**src/rtl/vga_pkg.sv**
```systemverilog
// Shared types and constants for the VGA output stage: fade states, level and colour widths.
// Latency: none (declarations only); no backpressure.
package vga_pkg;

    localparam int LEVEL_MAX = 16;
    localparam int LEVEL_W   = 5;
    localparam int COLOR_W   = 4;

    typedef enum logic [1:0] {
        FADE_IN  = 2'd0,
        STEADY   = 2'd1,
        FADE_OUT = 2'd2,
        DARK     = 2'd3
    } fade_state_t;

    // Level 16 is unity gain: c*16 >> 4 == c. Bit 8 saturates to full scale.
    function automatic logic [COLOR_W-1:0] scale_color(
        input logic [COLOR_W-1:0] c,
        input logic [LEVEL_W-1:0] lvl
    );
        logic [COLOR_W+LEVEL_W-1:0] p;
        p = {{LEVEL_W{1'b0}}, c} * {{COLOR_W{1'b0}}, lvl};
        return p[COLOR_W+LEVEL_W-1] ? {COLOR_W{1'b1}} : COLOR_W'(p >> COLOR_W);
    endfunction

endpackage

```
**src/rtl/sync_delay_line.sv**
```systemverilog
// Registered shift line with synchronous reset; every stage is exposed on taps.
// Latency: DEPTH cycles to taps[DEPTH-1]; no backpressure, shifts every cycle.
module sync_delay_line #(
    parameter int               WIDTH     = 1,
    parameter int               DEPTH     = 2,
    parameter logic [WIDTH-1:0] RESET_VAL = '0
) (
    input  logic                         clk,
    input  logic                         rst,
    input  logic [WIDTH-1:0]             din,
    output logic [DEPTH-1:0][WIDTH-1:0]  taps
);

    logic [DEPTH-1:0][WIDTH-1:0] line_q;
    logic [DEPTH-1:0][WIDTH-1:0] line_d;

    always_comb begin
        line_d    = line_q;
        line_d[0] = din;
        for (int i = 1; i < DEPTH; i++) begin
            line_d[i] = line_q[i-1];
        end
    end

    always_ff @(posedge clk) begin
        if (rst) begin
            line_q <= {DEPTH{RESET_VAL}};
        end else begin
            line_q <= line_d;
        end
    end

    assign taps = line_q;

endmodule

```
**src/rtl/vga_output_stage.sv**
```systemverilog
// Final pixel stage: frame-paced brightness fade, blanking, and sync delayed to match colour.
// Latency: rgb 2 cycles, sync COLOR_LATENCY+2 cycles; no backpressure, one pixel per clock.
module vga_output_stage
    import vga_pkg::*;
#(
    parameter int   COLOR_LATENCY = 0,
    parameter int   FADE_FRAMES   = 4,
    parameter logic SYNC_IDLE     = 1'b1
) (
    input  logic                clk,
    input  logic                rst,
    input  logic                hsync_i,
    input  logic                vsync_i,
    input  logic                visible_i,
    input  logic [31:0]         frame_i,
    input  logic [COLOR_W-1:0]  r_i,
    input  logic [COLOR_W-1:0]  g_i,
    input  logic [COLOR_W-1:0]  b_i,
    input  logic                fade_out_i,
    input  logic                fade_in_i,
    output logic                hsync,
    output logic                vsync,
    output logic [COLOR_W-1:0]  r,
    output logic [COLOR_W-1:0]  g,
    output logic [COLOR_W-1:0]  b,
    output logic [LEVEL_W-1:0]  level
);

    localparam int                  DEPTH     = COLOR_LATENCY + 2;
    localparam int                  STEP_W    = (FADE_FRAMES > 1) ? $clog2(FADE_FRAMES) : 1;
    localparam logic [STEP_W-1:0]   STEP_LAST = STEP_W'(FADE_FRAMES - 1);
    localparam logic [LEVEL_W-1:0]  LVL_MAX   = LEVEL_W'(LEVEL_MAX);
    localparam logic [2:0]          LINE_RST  = {SYNC_IDLE, SYNC_IDLE, 1'b0};

    logic [31:0]        frame_prev_q, frame_prev_d;
    fade_state_t        state_q, state_d;
    logic [LEVEL_W-1:0] level_q, level_d;
    logic [STEP_W-1:0]  step_q, step_d;
    logic               tick;

    logic [COLOR_W-1:0] r_s1_q, g_s1_q, b_s1_q;
    logic [COLOR_W-1:0] r_s1_d, g_s1_d, b_s1_d;
    logic [COLOR_W-1:0] r_q, g_q, b_q;
    logic [COLOR_W-1:0] r_d, g_d, b_d;

    logic [DEPTH-1:0][2:0] taps;
    logic                  vis_dly;
    logic                  unused_taps;

    assign tick = (frame_i != frame_prev_q) && !rst;

    // Pulses take priority over a tick in the same cycle, so that tick is dropped.
    always_comb begin
        frame_prev_d = frame_i;
        state_d      = state_q;
        level_d      = level_q;
        step_d       = step_q;
        if (fade_in_i) begin
            state_d = FADE_IN;
            level_d = '0;
            step_d  = '0;
        end else if (fade_out_i && (state_q != DARK)) begin
            state_d = FADE_OUT;
            step_d  = '0;
        end else begin
            case (state_q)
                FADE_IN: begin
                    if (level_q >= LVL_MAX) begin
                        state_d = STEADY;
                    end else if (tick) begin
                        if (step_q == STEP_LAST) begin
                            step_d  = '0;
                            level_d = level_q + 1'b1;
                            if (level_d == LVL_MAX) state_d = STEADY;
                        end else begin
                            step_d = step_q + 1'b1;
                        end
                    end
                end
                FADE_OUT: begin
                    if (level_q == '0) begin
                        state_d = DARK;
                    end else if (tick) begin
                        if (step_q == STEP_LAST) begin
                            step_d  = '0;
                            level_d = level_q - 1'b1;
                            if (level_d == '0) state_d = DARK;
                        end else begin
                            step_d = step_q + 1'b1;
                        end
                    end
                end
                default: begin
                    state_d = state_q;
                end
            endcase
        end
    end

    // Scale with the level that applies after this edge so a frame's first pixel gets its level.
    assign vis_dly     = taps[COLOR_LATENCY][0];
    assign unused_taps = ^taps;

    always_comb begin
        r_s1_d = scale_color(r_i, level_d);
        g_s1_d = scale_color(g_i, level_d);
        b_s1_d = scale_color(b_i, level_d);
        r_d    = vis_dly ? r_s1_q : '0;
        g_d    = vis_dly ? g_s1_q : '0;
        b_d    = vis_dly ? b_s1_q : '0;
    end

    always_ff @(posedge clk) begin
        if (rst) begin
            state_q <= FADE_IN;
            level_q <= '0;
            step_q  <= '0;
            r_s1_q  <= '0;
            g_s1_q  <= '0;
            b_s1_q  <= '0;
            r_q     <= '0;
            g_q     <= '0;
            b_q     <= '0;
        end else begin
            state_q <= state_d;
            level_q <= level_d;
            step_q  <= step_d;
            r_s1_q  <= r_s1_d;
            g_s1_q  <= g_s1_d;
            b_s1_q  <= b_s1_d;
            r_q     <= r_d;
            g_q     <= g_d;
            b_q     <= b_d;
        end
        frame_prev_q <= frame_prev_d;
    end

    sync_delay_line #(
        .WIDTH     (3),
        .DEPTH     (DEPTH),
        .RESET_VAL (LINE_RST)
    ) u_sync_line (
        .clk  (clk),
        .rst  (rst),
        .din  ({hsync_i, vsync_i, visible_i}),
        .taps (taps)
    );

    assign hsync = taps[DEPTH-1][2];
    assign vsync = taps[DEPTH-1][1];
    assign r     = r_q;
    assign g     = g_q;
    assign b     = b_q;
    assign level = level_q;

endmodule

```
**config.mk**
```make
export PLATFORM = sky130hd
export DESIGN_NAME = vga_output_stage
export DESIGN_NICKNAME = d
export VERILOG_FILES = /design/src/rtl/vga_pkg.sv /design/src/rtl/sync_delay_line.sv /design/src/rtl/vga_output_stage.sv
export SDC_FILE = /design/constraint.sdc
export NUM_CORES = 1
export LEC_CHECK = 0
export CORE_MARGIN = 8
export CORE_UTILIZATION = 37
export DETAILED_ROUTE_END_ITERATION = 10
export DONT_BUFFER_PORTS = 1
export PLACE_DENSITY = 0.6
export SLEW_MARGIN = 30
export SYNTH_ARGS = -nofsm -noshare
export SYNTH_HDL_FRONTEND = slang
export SYNTH_SLANG_ARGS = --single-unit
```
**constraint.sdc**
```tcl
create_clock -name clk -period 7.08 [get_ports clk]
set_input_delay 1.416 -clock clk [delete_from_list [all_inputs] [get_ports clk]]
set_output_delay 1.416 -clock clk [all_outputs]
set_load 0.01 [all_outputs]
```
==> flow_summary.yaml, run 1 <==
clock_network:
  cts_setup_buffers: 0
  reg_clk_slew_reported_paths_ps: 60
  insertion_delay_ps: 320
  post_cts_resize_count: 0
  postCtsHoldBufs: 0
  cts-htree-levels: 3
  maximum_clock_path_buffer_count: 2
  tritoncts: "done"
  clock_sink_count: 70
  cts_root_buffer: "sky130_fd_sc_hd__clkbuf_16"
  cts_inserted_buffers: 9
status:
  run_status: "completed"
place:
  dp_slack_ps: 581
  dpl_cell_area_um2: 4390
  io_buffer_count: 0
  placedCellCount: 577
  place.detailed.hpwl_mm: 7.18
  gp_congestion: 0.870
global_route:
  grt_util_all_layers: 0.125
  grt_max_degree: 26
  grt_pass1_wl_mm: 15.2
  grt_overflow: 0
  antenna_violations_before_repair: 0
  grt_pass1_vias: 3091
logic_synthesis:
  synth_area_per_cell_um2: 9.51
  syn_inst: 448
  sequential_element_share_of_the_synthesized_area: 0.329
  post_synth_net_total: 553
  syn_area_um2: 4260
  postSynthRegisterBits: 70
  yosys.cell_types.count: 60
  postSynth.asyncResetShare: 0
  synth_warnings: 0
  synth_enable_flop_cells: 0
  dominantRegCellSynth: "sky130_fd_sc_hd__dfxtp_1"
timing:
  worst_slack_ps: 925
  setup_violations: 0
  period_needed_ps: 6150
  clock_skew_ps: 5.69
  drv_slew: 0
  timing.slew.headroom: 0.464
  hold_slack_ps: 410
  tns_ps: 0
  rsz0062_at_grt: "false"
  tightest_pin_transition_ps: 802
  max_freq_mhz: 162
  final_hold_viol_count: 0
  timing.final.crit_share: 0.869
floorplan:
  start_util: 0.376
  placement_rows: 39
  core_um2: 11300
  top_level_ports: 70
  die_h_um: 123
  die_x_um: 123
  design.die.area_um2: 15200
routing:
  detail_route.first_pass.iterations: 4
  routed_wirelength_mm: 9.30
  drcViolationCount: 0
  number_of_violations_reported_at_the_end_of_detailed_routing_iteration_0: 122
  vias: 3118
  wire_length_per_cell_after_detailed_routing_um: 15.7
  antenna_left: 0
  vias_per_cell: 5.26
finish:
  finish.cell_count_without_fillers: 593
  num-fill-cells: 1113
  n_antenna_cell: 0
  area_growth_syn_to_layout_pct: 10.1
  final_instance_area_um2: 4690
  fin_nets: 550
  drive_gt1_frac: 0.0844
critical_path:
  cp_max_fo: 12
  crit_arrival_ps: 6340
  critical_path.endpoint_type: "register"
  criticalPathCategory: "input pin to register"
  cp_data_required_time_ps: 7270
  timing.critical_path.from_type: "input pin"
power:
  p_per_area_nw_per_um2: 194
  p_leak_nw: 2.04
  worst_ir_drop_vdd_uv: 135
run:
  cap_viol_max_count: 0
hold_path:
  worstHoldPathType: "register to register"
-- critical path, stage by stage --
cell	delay [ps]
sky130_fd_sc_hd__xnor2_1	110
sky130_fd_sc_hd__nand4_1	140
sky130_fd_sc_hd__nor4_2	60
sky130_fd_sc_hd__a21oi_2	400
sky130_fd_sc_hd__a21boi_0	510
sky130_fd_sc_hd__a21oi_1	180
sky130_fd_sc_hd__o22ai_1	210
sky130_fd_sc_hd__nor2b_1	680
sky130_fd_sc_hd__nand2_1	160
sky130_fd_sc_hd__fa_1	490
sky130_fd_sc_hd__fa_1	540
sky130_fd_sc_hd__inv_1	40
sky130_fd_sc_hd__ha_1	270
sky130_fd_sc_hd__and4_1	180
sky130_fd_sc_hd__nand3_1	80
sky130_fd_sc_hd__nor2_1	50
sky130_fd_sc_hd__a221oi_2	470
sky130_fd_sc_hd__a2111o_1	220
sky130_fd_sc_hd__o221ai_1	120
-- final timing paths --
check	depth (start not counted)	slack (ps)	start	end
hold reg to reg	1	410	u_sync_line.taps[2]	u_sync_line.taps[5]
setup / recovery	19	930	frame_i[5]	r_s1_q[0]
hold / removal	1	410	u_sync_line.taps[2]	u_sync_line.taps[5]
setup reg to reg	19	1290	level[1]	r_s1_q[0]
-- state kept, by name, indices dropped and copies added (netlist names) --
| register | cells |
|---|---|
| state_q | 2 |
| r | 4 |
| step_q | 2 |
| r_s1_q | 4 |
| g | 4 |
| g_s1_q | 4 |
| level | 5 |
| u_sync_line.taps | 5 |
| frame_prev_q | 32 |
| b | 4 |
| b_s1_q | 4 |
-- cell usage after synthesis, drive strengths merged (5+ instances only) --
library cell / n / area, um2
and2: 55 / 344
nand4: 11 / 68.8
or2: 7 / 43.8
xor2: 9 / 78.8
mux2i: 5 / 53.8
a31oi: 6 / 37.5
nand3: 7 / 35.0
nand2: 25 / 93.8
a21o: 6 / 45.0
or3: 5 / 31.3
fa: 15 / 300
xnor2: 34 / 298
clkbuf: 15 / 57.6
o21ai: 9 / 45.0
inv: 21 / 78.8
dfxtp: 70 / 1400
nor3: 10 / 50.1
a21oi: 15 / 78.8
nor2: 20 / 75.1
o21a: 6 / 46.3
ha: 39 / 488
-- cells by family after synthesis --
family / synth area share
AO/OA/AOI/OAI: 0.131
XOR/XNOR: 0.0884
adder cells (fa/ha/maj): 0.185
buffers and inverters: 0.0332
flip-flops: 0.329
multiplexers: 0.0153
AND/OR/NAND/NOR: 0.219
-- metal layers --
layer  global-route usage  vias to the layer above  wire, um  share of wire
met5                    0                        -         0              0
met4               0.0534                        0       179          0.019
met3               0.0479                       12       973           0.10
met2                0.198                       86      4130           0.44
met1                0.150                     1465      4010           0.43
li1                     -                     1555         -              -
-- power by group --
group,leakage (nW),internal [W],switching [W]
Clock,0.146,0.000273,0.000169
Sequential,0.578,0.000407,0.00000774
Combinational,1.32,0.0000265,0.0000245
-- cell usage in the layout, fill, tap and decap left out, types with 3 or more instances in the layout --
cell type	n
sky130_fd_sc_hd__mux2i_1	4
sky130_fd_sc_hd__and2_1	55
sky130_fd_sc_hd__inv_1	21
sky130_fd_sc_hd__a31oi_1	6
sky130_fd_sc_hd__nor3b_1	3
sky130_fd_sc_hd__xor2_1	9
sky130_fd_sc_hd__o221ai_1	3
sky130_fd_sc_hd__nand2b_1	3
sky130_fd_sc_hd__a21oi_1	14
sky130_fd_sc_hd__clkbuf_16	9
sky130_fd_sc_hd__nand3_1	7
sky130_fd_sc_hd__nor3_1	10
sky130_fd_sc_hd__or2_2	7
sky130_fd_sc_hd__o21ai_0	9
sky130_fd_sc_hd__nand2_1	25
sky130_fd_sc_hd__nand4_1	11
sky130_fd_sc_hd__o21a_1	5
sky130_fd_sc_hd__a21o_1	6
sky130_fd_sc_hd__xnor2_1	34
sky130_fd_sc_hd__fa_1	15
sky130_fd_sc_hd__and4_1	3
sky130_fd_sc_hd__dfxtp_1	70
sky130_fd_sc_hd__a211o_1	3
sky130_fd_sc_hd__ha_1	39
sky130_fd_sc_hd__nor2b_1	4
sky130_fd_sc_hd__or3_1	5
sky130_fd_sc_hd__nor4b_1	4
sky130_fd_sc_hd__nor2_1	20
-- metrics by stage --
stage               utilization  power [W]
global route              0.414   0.000941
detailed placement        0.388   0.000474
finish                    0.414   0.000908
global placement          0.388   0.000474
floorplan                     -   0.000467
CTS                       0.414   0.000921
-- layout make-up --
| type | count | area [um2] | share of cell area |
|---|---|---|---|
| Clock inverter | 7 | 73.8 | 0.0157 |
| Timing Repair Buffer | 2 | 15.0 | 0.00320 |
| Inverter | 21 | 78.8 | 0.0168 |
| Sequential cell | 70 | 1400 | 0.299 |
| Clock buffer | 9 | 225 | 0.0480 |
| Tap cell | 143 | 179 | 0.0381 |
| Multi-Input combinational cell | 341 | 2720 | 0.579 |
(Power assumes the default switching activity.)
==> run 2: changes to the inputs <==
==> constraint.sdc (replaced) <==
create_clock -name clk -period 7.5 [get_ports clk]
set_input_delay 1.5 -clock clk [delete_from_list [all_inputs] [get_ports clk]]
set_output_delay 1.5 -clock clk [all_outputs]
set_load 0.01 [all_outputs]
==> run 2 against run 1 <==
Compared with the run above:
- total power decreased by 5.6%
- critical path type unchanged
- worst hold slack worse by 1.6 ps
- critical path depth is the same
- sequential share of layout area is essentially flat
- via count up 0.38%
- count of clock-buffer cells in the layout grew 1
- combinational power is 5.5% lower
- final cell count did not move
- critical endpoint is now r_s1_q[3]
- highest routed layer unchanged
- core utilization barely moved
- first-iteration DRC count rose by 57%
- clock power down 5.7%
==> flow_summary.yaml, run 2 (synthesis gave the netlist of run 1 again) <==
timing:
  period_needed_ps: 5940
  tightest_pin_transition_ps: 775
  setup_violations: 0
  hold_slack_ps: 409
  max_freq_mhz: 168
  final_hold_viol_count: 0
  timing.final.crit_share: 0.792
  timing.slew.headroom: 0.483
  tns_ps: 0
  clock_skew_ps: 6.29
  worst_slack_ps: 1560
  drv_slew: 0
  rsz0062_at_grt: "false"
routing:
  dr_wl_met3_mm: 1.02
  detail_route.first_pass.iterations: 4
  top_layer_used: "met4"
  route.layer.met1.wl_mm: 4.15
  wl_met2_mm: 4.09
  vias_per_cell: 5.28
  number_of_violations_reported_at_the_end_of_detailed_routing_iteration_0: 191
  antenna_left: 0
  wire_length_per_cell_after_detailed_routing_um: 15.8
  drcViolationCount: 0
  vias: 3130
  routed_wirelength_mm: 9.39
clock_network:
  tritoncts: "done"
  insertion_delay_ps: 320
  cts_root_buffer: "sky130_fd_sc_hd__clkbuf_16"
  post_cts_resize_count: 0
  cts_setup_buffers: 0
  clock_sink_count: 70
  cts_inserted_buffers: 9
  reg_clk_slew_reported_paths_ps: 50
  cts-htree-levels: 3
  maximum_clock_path_buffer_count: 2
  postCtsHoldBufs: 0
global_route:
  grt_overflow: 0
  grt_util_all_layers: 0.127
  grt_pass1_vias: 3094
  grt_max_degree: 26
  grt_pass1_wl_mm: 15.4
  antenna_violations_before_repair: 0
critical_path:
  cp_data_required_time_ps: 7730
  setup.reg_to_reg.worst_slack_ps: 1930
  critical_path.endpoint_type: "register"
  cp_max_fo: 12
  crit_arrival_ps: 6170
  timing.critical_path.from_type: "input pin"
  criticalPathCategory: "input pin to register"
floorplan:
  top_level_ports: 70
  die_h_um: 123
  design.die.area_um2: 15200
  start_util: 0.376
  die_x_um: 123
  placement_rows: 39
  core_um2: 11300
place:
  io_buffer_count: 0
  place.detailed.hpwl_mm: 7.28
  dp_slack_ps: 1150
  gp_congestion: 0.861
finish:
  fin_nets: 550
  largest-register: "frame_prev_q"
  area_growth_syn_to_layout_pct: 10.1
  final_cell_mix: "sky130_fd_sc_hd__dfxtp_1 (70), sky130_fd_sc_hd__and2_1 (55), sky130_fd_sc_hd__ha_1 (39)"
  num-fill-cells: 1122
  n_antenna_cell: 0
  layout_commonest_cell: "sky130_fd_sc_hd__dfxtp_1"
  sequential_cell_area_um2: 1400
  multi_input_comb_area_um2: 2720
  drive_gt1_frac: 0.0844
  largest_register_ff_count: 32
status:
  run_status: "completed"
run:
  cap_viol_max_count: 0
hold_path:
  worstHoldPathType: "register to register"
power:
  p_per_area_nw_per_um2: 183
  worst_ir_drop_vdd_uv: 149
  finalPower_w: 0.000857
  p_leak_nw: 2.04
## run 2: cell count changes in the layout (fill, tap and decap cells not counted), sizes merged
cell / delta
inv: -1
clkbuf: +1
## run 2: worst paths after layout
kind                        from  cells after the start                  end
min          u_sync_line.taps[1]                      1  u_sync_line.taps[4]
max reg2reg             level[0]                     19            r_s1_q[3]
min reg2reg  u_sync_line.taps[1]                      1  u_sync_line.taps[4]
max                  frame_i[17]                     19            r_s1_q[3]
## run 2: stage by stage
stage | utilization | cells | cell area [um2]
global placement | 0.388 | 577 | 4390
floorplan | - | 448 | 4260
global route | 0.415 | 593 | 4690
detailed placement | 0.388 | 577 | 4390
finish | 0.415 | 593 | 4690
CTS | 0.415 | 593 | 4690
## run 2: critical path, cell delays in order
cell and delay, ps:
sky130_fd_sc_hd__xnor2_1 110, sky130_fd_sc_hd__nand4_1 120, sky130_fd_sc_hd__nor4_2 70, sky130_fd_sc_hd__a21oi_2 370
sky130_fd_sc_hd__a21boi_0 460, sky130_fd_sc_hd__a21oi_1 140, sky130_fd_sc_hd__o22ai_1 170, sky130_fd_sc_hd__nor2b_1 590
sky130_fd_sc_hd__nand2_1 150, sky130_fd_sc_hd__fa_1 490, sky130_fd_sc_hd__fa_1 550, sky130_fd_sc_hd__inv_1 40
sky130_fd_sc_hd__ha_1 270, sky130_fd_sc_hd__and4_1 180, sky130_fd_sc_hd__nand3_1 80, sky130_fd_sc_hd__nor2_1 50
sky130_fd_sc_hd__a221oi_2 460, sky130_fd_sc_hd__o21bai_1 100, sky130_fd_sc_hd__a311oi_1 270
## run 2: cell type report
cell class                 instances  area share
timing repair buffer               2     0.00320
clock inverter                     6      0.0131
tap                              143      0.0381
sequential                        70       0.299
clock buffer                      10      0.0509
multi-input combinational        341       0.579
inverter                          21      0.0168
## run 2: where the power goes
group	internal [W]	total, W	switching (W)
clock	0.000265	0.000417	0.000152
combinational	0.0000251	0.0000482	0.0000232
sequential	0.000385	0.000392	0.00000715
## run 2: routing by layer
metal | GRT usage | vias up
li1 | - | 1562
met1 | 0.158 | 1461
met2 | 0.194 | 96
met3 | 0.0516 | 11
met4 | 0.0489 | 0
met5 | 0 | -
==> run 3: changes to the inputs <==
--- a/config.mk
+++ b/config.mk
@@ -9,7 +9,7 @@
 export CORE_UTILIZATION = 37
 export DETAILED_ROUTE_END_ITERATION = 10
 export DONT_BUFFER_PORTS = 1
-export PLACE_DENSITY = 0.6
+export PLACE_DENSITY = 0.62
 export SLEW_MARGIN = 30
 export SYNTH_ARGS = -nofsm -noshare
 export SYNTH_HDL_FRONTEND = slang
==> constraint.sdc (replaced) <==
create_clock -name clk -period 5.2 [get_ports clk]
set_input_delay 1.04 -clock clk [delete_from_list [all_inputs] [get_ports clk]]
set_output_delay 1.04 -clock clk [all_outputs]
set_load 0.01 [all_outputs]
==> run 3 against run 2 <==
Compared with the run above:
- count of clock-buffer cells in the layout unchanged
- core utilization increased by 3.4 points
- critical endpoint is now b_s1_q[3]
- total power increased by 46%
==> flow_summary.yaml, run 3 (synthesis gave the netlist of run 1 again) <==
timing:
  tns_ps: 0
  final_hold_viol_count: 0
  worst_slack_ps: 270
  drv_slew: 0
  period_needed_ps: 4930
  timing.final.crit_share: 0.948
  tightest_pin_transition_ps: 840
  clock_skew_ps: 7.66
  setup_violations: 0
  timing.slew.headroom: 0.439
  rsz0062_at_grt: "false"
  max_freq_mhz: 203
global_route:
  antenna_violations_before_repair: 1
  grt_pass1_wl_mm: 16.3
  grt_overflow: 0
  grt_pass1_vias: 3364
  grt_max_degree: 26
  grt_util_all_layers: 0.136
routing:
  routed_wirelength_mm: 9.85
  drcViolationCount: 0
  wire_length_per_cell_after_detailed_routing_um: 15.6
  detail_route.first_pass.iterations: 4
  vias_per_cell: 5.07
  antenna_left: 0
  vias: 3207
  number_of_violations_reported_at_the_end_of_detailed_routing_iteration_0: 154
status:
  run_status: "completed"
critical_path:
  crit_end: "b_s1_q[3]"
  max_stage_delay_ps: 550
  criticalPathCategory: "input pin to register"
  regToRegEndpoint: "b_s1_q[3]"
  critical_path.cell_chain: "xnor2_2 > nand4_1 > nor4_2 > buf_4 > a21oi_4 > o21ai_1 > a211o_1 > a21oi_2 > o22ai_2 > nor2b_4 > buf_6 > nand2_1 > fa_1 > fa_1 > inv_1 > ha_1 > and4_1 > nand2_1 > a211oi_4 > o21a_2 > a2111oi_2 > a311oi_1"
  critical_path.endpoint_type: "register"
  worst_setup_path_startpoint: "frame_i[1]"
  timing.critical_path.from_type: "input pin"
  setup.reg_to_reg.worst_slack_ps: 540
  cp_max_fo: 7
  reg2reg_from: "level[1]"
  cp_slowest_cell: "sky130_fd_sc_hd__fa_1"
  reg2regPathDepth: 18
  crit_arrival_ps: 5130
  cp_data_required_time_ps: 5400
finish:
  drive_gt1_frac: 0.173
  n_antenna_cell: 0
  largest_register_ff_count: 32
  finish.cell_count_without_fillers: 633
  layout_commonest_cell: "sky130_fd_sc_hd__dfxtp_1"
  fin_nets: 591
  largest-register: "frame_prev_q"
  final_cell_mix: "sky130_fd_sc_hd__dfxtp_1 (70), sky130_fd_sc_hd__and2_1 (55), sky130_fd_sc_hd__buf_4 (40)"
  area_growth_syn_to_layout_pct: 19.3
clock_network:
  cts_inserted_buffers: 9
  clock_sink_count: 70
  reg_clk_slew_reported_paths_ps: 60
  cts-htree-levels: 3
  postCtsHoldBufs: 0
  tritoncts: "done"
  cts_root_buffer: "sky130_fd_sc_hd__clkbuf_16"
  maximum_clock_path_buffer_count: 2
  insertion_delay_ps: 330
floorplan:
  top_level_ports: 70
  die_h_um: 123
  start_util: 0.376
  placement_rows: 39
  core_um2: 11300
  design.die.area_um2: 15200
  die_x_um: 123
place:
  placedCellCount: 615
  place.detailed.hpwl_mm: 7.83
  dp_slack_ps: -439
  gp_congestion: 0.878
  io_buffer_count: 0
power:
  worst_ir_drop_vdd_uv: 372
  p_leak_nw: 2.28
  p_per_area_nw_per_um2: 246
run:
  cap_viol_max_count: 0
hold_path:
  worstHoldPathType: "register to register"
[run 3: cell types whose count changed in the layout (fill, tap and decap cells not counted), sizes merged]
| cell | before | now |
|---|---|---|
| buf | 2 | 43 |
| clkinvlp | 1 | 2 |
| inv | 21 | 22 |
| clkinv | 4 | 1 |
[run 3: worst min path at each step]
stage,cells after the start,endpoint,slack [ps],startpoint
after floorplan,1,u_sync_line.taps[4],390,u_sync_line.taps[1]
after global placement,1,u_sync_line.taps[4],390,u_sync_line.taps[1]
after detailed placement,1,u_sync_line.taps[4],400,u_sync_line.taps[1]
after CTS,1,u_sync_line.taps[4],410,u_sync_line.taps[1]
after global routing,1,u_sync_line.taps[4],430,u_sync_line.taps[1]
final,1,u_sync_line.taps[5],410,u_sync_line.taps[2]
[run 3: area by class of cell]
class / count / area [um2]
fill: 1086 / 6240
multi-input combinational: 341 / 2790
sequential: 70 / 1400
timing repair buffer: 43 / 337
clock buffer: 10 / 239
tap: 143 / 179
inverter: 21 / 78.8
clock inverter: 5 / 58.8
[run 3: timing repair]
item                       in CTS  in global routing
hold endpoints to repair        0                  0
pin swaps                       2                 14
gates resized for setup         3                 13
buffers inserted                0                  3
setup endpoints to repair       7                 11
[run 3: worst max-delay path, delay by kind of cell]
family,cells,cell delay [ps]
xor+xnor,1,130
compound gates,9,1340
fa+ha+maj,3,1310
buf+inv,3,330
simple gates,6,970
[run 3: metal layers]
layer	wire length [um]	vias to the layer above	track usage
li1	-	1635	-
met1	4260	1476	0.158
met2	4430	79	0.216
met3	1020	15	0.0653
met4	120	2	0.0451
met5	12	-	0
[run 3: power by group]
group          total (W)  switching, W  internal, W
combinational  0.0000812     0.0000369    0.0000443
sequential      0.000565    0.00000991     0.000555
clock           0.000606      0.000224     0.000382
total            0.00125      0.000271     0.000981
[run 3: through the flow]
step                      total power [W]   util  hold WS, ps  instance area, um2
final                             0.00125  0.449          408                5080
after global placement           0.000652  0.414          394                4690
after global routing              0.00130  0.449          431                5080
after CTS                         0.00127  0.442          412                5000
after floorplan                  0.000636      -          389                4260
after detailed placement         0.000655  0.414          398                4690
